==> config.mk <==
export PLATFORM = sky130hd
export DESIGN_NAME = regfile_writeback_scheduler
export DESIGN_NICKNAME = d
export VERILOG_FILES = /design/src/rtl/regfile_writeback_scheduler.sv
export SDC_FILE = /design/constraint.sdc
export NUM_CORES = 1
export LEC_CHECK = 0
export ABC_AREA = 0
export BUFFER_PORTS_ARGS = -buffer_cell sky130_fd_sc_hd__buf_4
export CAP_MARGIN = 20
export CORE_AREA = 2 2 105 107
export CTS_CLUSTER_DIAMETER = 150
export CTS_CLUSTER_SIZE = 10
export DETAILED_ROUTE_END_ITERATION = 8
export DIE_AREA = 0 0 107 109
export PLACE_DENSITY_LB_ADDON = 0.05
export REMOVE_ABC_BUFFERS = 1
export SYNTH_ARGS = -nofsm -noshare
export SYNTH_HDL_FRONTEND = slang
export SYNTH_SLANG_ARGS = --single-unit
export TNS_END_PERCENT = 100
==> constraint.sdc <==
create_clock -name clock -period 4.2 [get_ports clock]
set_clock_uncertainty 0.2 [all_clocks]
set_input_delay 0.84 -clock clock [delete_from_list [all_inputs] [get_ports clock]]
set_output_delay 0.84 -clock clock [all_outputs]
set_load 0.02 [all_outputs]
==> src/rtl/regfile_writeback_scheduler.sv <==
// regfile_writeback_scheduler
// Round-robin arbiter that shares the single write port of `registers`
// between N_REQ writeback requesters, plus a 32-entry pending-write
// scoreboard that decode uses to stall on RAW and WAW hazards.
// Optional feature macro: WB_FORWARD_EN. It adds bypass outputs from the
// commit stage and removes the RAW stall for a source being written this
// cycle.
module regfile_writeback_scheduler #(
    parameter int N_REQ  = 2,
    parameter int TAG_W  = 5,
    parameter int WORD_W = 32
) (
    input  logic                      clock,
    input  logic                      reset,
    input  logic                      issue_valid,
    input  logic [TAG_W-1:0]          issue_rd,
    input  logic                      issue_writes_rd,
    input  logic [TAG_W-1:0]          issue_rs1,
    input  logic [TAG_W-1:0]          issue_rs2,
    input  logic                      issue_uses_rs1,
    input  logic                      issue_uses_rs2,
    output logic                      issue_accept,
    output logic                      stall,
    input  logic [N_REQ-1:0]          wb_valid,
    input  logic [N_REQ*TAG_W-1:0]    wb_rd,
    input  logic [N_REQ*WORD_W-1:0]   wb_value,
    output logic [N_REQ-1:0]          wb_ready,
    output logic                      write_to_rd,
    output logic [TAG_W-1:0]          rd,
    output logic [WORD_W-1:0]         rd_value,
`ifdef WB_FORWARD_EN
    output logic                      fwd_rs1_valid,
    output logic [WORD_W-1:0]         fwd_rs1_value,
    output logic                      fwd_rs2_valid,
    output logic [WORD_W-1:0]         fwd_rs2_value,
`endif
    output logic [31:0]               busy
);

    localparam int PTR_W = (N_REQ > 2) ? 2 : 1;

    logic [PTR_W-1:0]  rr_ptr_q, rr_ptr_d;
    logic              write_to_rd_q;
    logic [TAG_W-1:0]  rd_q;
    logic [WORD_W-1:0] rd_value_q;
    logic [31:0]       busy_q, busy_d;

    logic              grant_vld;
    logic [PTR_W-1:0]  grant_idx;
    logic [PTR_W:0]    cand;
    logic [PTR_W:0]    next_ptr;
    logic [TAG_W-1:0]  grant_rd;
    logic [WORD_W-1:0] grant_value;
    logic              fwd_hit_rs1;
    logic              fwd_hit_rs2;

    // Round-robin search starting at rr_ptr; the first valid requester wins.
    always_comb begin
        grant_vld = 1'b0;
        grant_idx = '0;
        wb_ready  = '0;
        cand      = '0;
        for (int k = 0; k < N_REQ; k++) begin
            cand = {1'b0, rr_ptr_q} + (PTR_W+1)'(k);
            if (cand >= (PTR_W+1)'(N_REQ)) begin
                cand = cand - (PTR_W+1)'(N_REQ);
            end
            if (!grant_vld && wb_valid[cand[PTR_W-1:0]]) begin
                grant_vld = 1'b1;
                grant_idx = cand[PTR_W-1:0];
            end
        end
        if (grant_vld) begin
            wb_ready[grant_idx] = 1'b1;
        end
    end

    assign grant_rd    = wb_rd[grant_idx*TAG_W +: TAG_W];
    assign grant_value = wb_value[grant_idx*WORD_W +: WORD_W];

    // Pointer moves just past the winner; it stays put on idle cycles.
    always_comb begin
        rr_ptr_d = rr_ptr_q;
        next_ptr = {1'b0, grant_idx} + 1'b1;
        if (next_ptr == (PTR_W+1)'(N_REQ)) begin
            next_ptr = '0;
        end
        if (grant_vld) begin
            rr_ptr_d = next_ptr[PTR_W-1:0];
        end
    end

`ifdef WB_FORWARD_EN
    assign fwd_hit_rs1   = write_to_rd_q && (rd_q != '0) && (rd_q == issue_rs1);
    assign fwd_hit_rs2   = write_to_rd_q && (rd_q != '0) && (rd_q == issue_rs2);
    assign fwd_rs1_valid = fwd_hit_rs1;
    assign fwd_rs2_valid = fwd_hit_rs2;
    assign fwd_rs1_value = rd_value_q;
    assign fwd_rs2_value = rd_value_q;
`else
    assign fwd_hit_rs1 = 1'b0;
    assign fwd_hit_rs2 = 1'b0;
`endif

    // Hazard check: busy[0] is never set, so x0 can never cause a stall.
    always_comb begin
        stall = issue_valid &&
                ((issue_uses_rs1 && busy_q[issue_rs1] && !fwd_hit_rs1) ||
                 (issue_uses_rs2 && busy_q[issue_rs2] && !fwd_hit_rs2) ||
                 (issue_writes_rd && busy_q[issue_rd]));
        issue_accept = issue_valid && !stall;
    end

    // Scoreboard update: clear on commit, then set on issue so set wins.
    always_comb begin
        busy_d = busy_q;
        if (write_to_rd_q) begin
            busy_d[rd_q] = 1'b0;
        end
        if (issue_accept && issue_writes_rd && (issue_rd != '0)) begin
            busy_d[issue_rd] = 1'b1;
        end
        busy_d[0] = 1'b0;
    end

    // Commit stage: the granted request drives the register file next cycle.
    always_ff @(posedge clock or negedge reset) begin
        if (!reset) begin
            rr_ptr_q      <= '0;
            write_to_rd_q <= 1'b0;
            rd_q          <= '0;
            rd_value_q    <= '0;
            busy_q        <= '0;
        end else begin
            rr_ptr_q      <= rr_ptr_d;
            busy_q        <= busy_d;
            write_to_rd_q <= grant_vld && (grant_rd != '0);
            if (grant_vld) begin
                rd_q       <= grant_rd;
                rd_value_q <= grant_value;
            end
        end
    end

    assign write_to_rd = write_to_rd_q;
    assign rd          = rd_q;
    assign rd_value    = rd_value_q;
    assign busy        = busy_q;

endmodule
==> metrics.cfg <==
[die]
start_util_pct = 41.9
core_um2 = 10600
die_area_um2 = 11700
die_h_um = 109
ios = 171
die_x_um = 107
num_rows = 38

[synthesis]
ys_seq_elements = 70
synth-edff-count = 0
synth-main-ff-cell = dfrtp_1
async_flop_share_pct = 100
ys_warn_count = 0
syn_area_um2 = 4440
syn_inst = 437
ys_types = 48
avgSynthCellArea_um2 = 10.2
seq_area_frac_synth_pct = 39.4

[global_route]
grt_overflow = 0
grt_usage_pct = 24.7
grt_start_max_net_pins = 71
grt_pass1_wl_mm = 22.5
antenna_found_initial = 0
grt_pass1_vias = 4269

[routing]
first_pass_iters = 5
via_per_inst = 5.85
vias = 4280
routedWlPerCell_um = 19.8
ant_nets = 0
drt-initial-drc-count = 247
wirelength_mm = 14.5
drc = 0

[clocking]
clk_pin_slew_worst_paths_ns = 0.07
cts_resized = 0
cts-root-buf = clkbuf_8
clk_path_buf_depth = 2
cts_max_level = 3
hold_buffers = 0
clk_latency_ns = 0.34
numCtsBuffers = 9
cts_tree = done
post-cts-setup-buffer-count = 0
cts.sinks = 70

[power]
leakage_uw = 0.00271
power_uw = 3230
power_density_nw_per_um2 = 537
vdd_drop_max_v = 0.000233

[worst_setup_path]
slowest_delay_ns = 0.52
ff2ff_path_depth = 7
path_max_fanout = 9
worstSetupStartpointType = input pin
crit_required_ns = 3.16
crit_arrival_ns = 2.75
rr_endpoint = busy[21]
crit_path_end_kind = output port
critical_path.cell_chain = buf_4 > mux4_2 > mux4_2 > nor2b_1 > o22ai_2 > o21a_1 > buf_4
path_class = in -> out
crit_slowest_cell = mux4_2
regToRegSetupSlack_ns = 1.63
crit_buf_inv = 2
reg2reg_from = busy[25]
cp_top_family = multiplexers

[timing]
holdWs_ns = 0.357
tns_ns = 0
post-route-min-period_ns = 3.79
tightest_slew_ns = 1.06
slew_headroom_pct = 29.1
min_period_over_period_pct = 90.2
setup_viol = 0
hold_violations = 0
rsz0062_at_grt = false
drv_slew = 0
max_freq_mhz = 264

[run]
cap_violations = 0

[cells_and_area]
diodes = 0
drive_gt1_share_pct = 42.9
final_cell_mix = buf_4 (176), dfrtp_1 (70), mux2i_1 (51), nand2_1 (47), o221a_2 (37)
syn_to_final_growth_pct = 35.4
fin_area_um2 = 6020
nets = 684
final_common_cell = buf_4

[placement]
hpwl_mm = 10.4
gp_congestion = 0.903
io_buffers = 169
dpl_cell_area_um2 = 5760

[hold_path]
hp-class = reg -> reg
whs_path_depth = 2
holdCritStartpoint = rr_ptr_q
hold_path_end = rr_ptr_q

[status]
outcome = finished clean

routing by layer:
metal	wire, µm	up-vias	GRT usage, %
li1	-	1978	-
met1	5850	2088	30.9
met2	7150	196	42.5
met3	1310	18	6.46
met4	184	0	6.86
met5	0	-	0
area by class of cell:
cell class	instances	area [µm²]
clock buffers	11	151
clock inverters	5	104
fillers	956	4590
inverters	6	22.5
multi-input cells	324	2490
flip-flops and latches	70	1750
well taps	140	175
repair buffers	176	1320
flip-flops by register name, summed over array words and instances (netlist names):
| signal | count |
|---|---|
| write_to_rd | 1 |
| rd_value | 32 |
| busy | 31 |
| rd | 5 |
| rr_ptr_q | 1 |
Yosys cell counts (2+ instances only):
master | count | area, µm²
nand3_1 | 25 | 125
or3b_2 | 3 | 26.3
a22oi_1 | 2 | 15.0
o21ai_1 | 31 | 155
nor3_1 | 10 | 50.1
mux2_1 | 5 | 56.3
buf_1 | 7 | 26.3
mux2_2 | 4 | 45.0
buf_4 | 2 | 15.0
nand2_1 | 47 | 176
buf_6 | 4 | 45.0
o22ai_1 | 2 | 12.5
buf_2 | 8 | 40.0
nand3b_1 | 7 | 52.6
a21boi_0 | 2 | 15.0
o221ai_1 | 2 | 17.5
mux2i_1 | 51 | 510
dfrtp_1 | 70 | 1750
nand2b_1 | 2 | 12.5
nor2_1 | 9 | 33.8
a32o_1 | 2 | 20.0
mux4_2 | 13 | 293
o221a_2 | 37 | 417
o21ai_0 | 31 | 155
inv_1 | 6 | 22.5
a21oi_1 | 2 | 10.0
nor2b_1 | 6 | 37.5
nand4_1 | 12 | 75.1
clkbuf_1 | 16 | 60.1
worst max path at each step:
stage                  from      endpoint  slack (ns)  cells past startpoint
3_5_place_dp   issue_rs1[1]  issue_accept        0.42                      7
2_1_floorplan  issue_rs1[1]         stall        0.20                      5
3_3_place_gp   issue_rs1[1]  issue_accept        0.45                      7
5_1_grt        issue_rs1[1]  issue_accept        0.32                      7
6_report       issue_rs1[1]         stall        0.41                      7
4_1_cts        issue_rs1[1]  issue_accept        0.41                      7
cells by family after synthesis:
| kind of cell | count (synthesis) | share of synthesized area (%) |
|---|---|---|
| flops | 70 | 39.4 |
| mux | 74 | 20.7 |
| simple gates | 127 | 14.4 |
| other cells | 1 | 0.0844 |
| buf+inv | 43 | 4.70 |
| compound gates | 122 | 20.7 |
per-stage QoR:
stage	instances	utilization, %	setup WS, ns
5_1_grt	732	56.7	0.318
6_report	732	56.7	0.412
3_3_place_gp	716	54.3	0.451
2_1_floorplan	400	-	0.195
4_1_cts	732	56.7	0.408
3_5_place_dp	716	54.3	0.423
worst register-to-register path, delay by kind of cell, from the launching register on:
kind	cells	cell delay [ns]
mux	1	0.30
buf+inv	1	0.34
compound gates	4	1.03
flops	1	0.47
simple gates	1	0.15
power breakdown:
part / internal, µW / total, µW / switching (µW)
sequential: 870 / 1170 / 296
clock: 428 / 691 / 262
combinational: 663 / 1370 / 711
total: 1960 / 3230 / 1270
No activity file was read; power rests on OpenSTA's default activity.
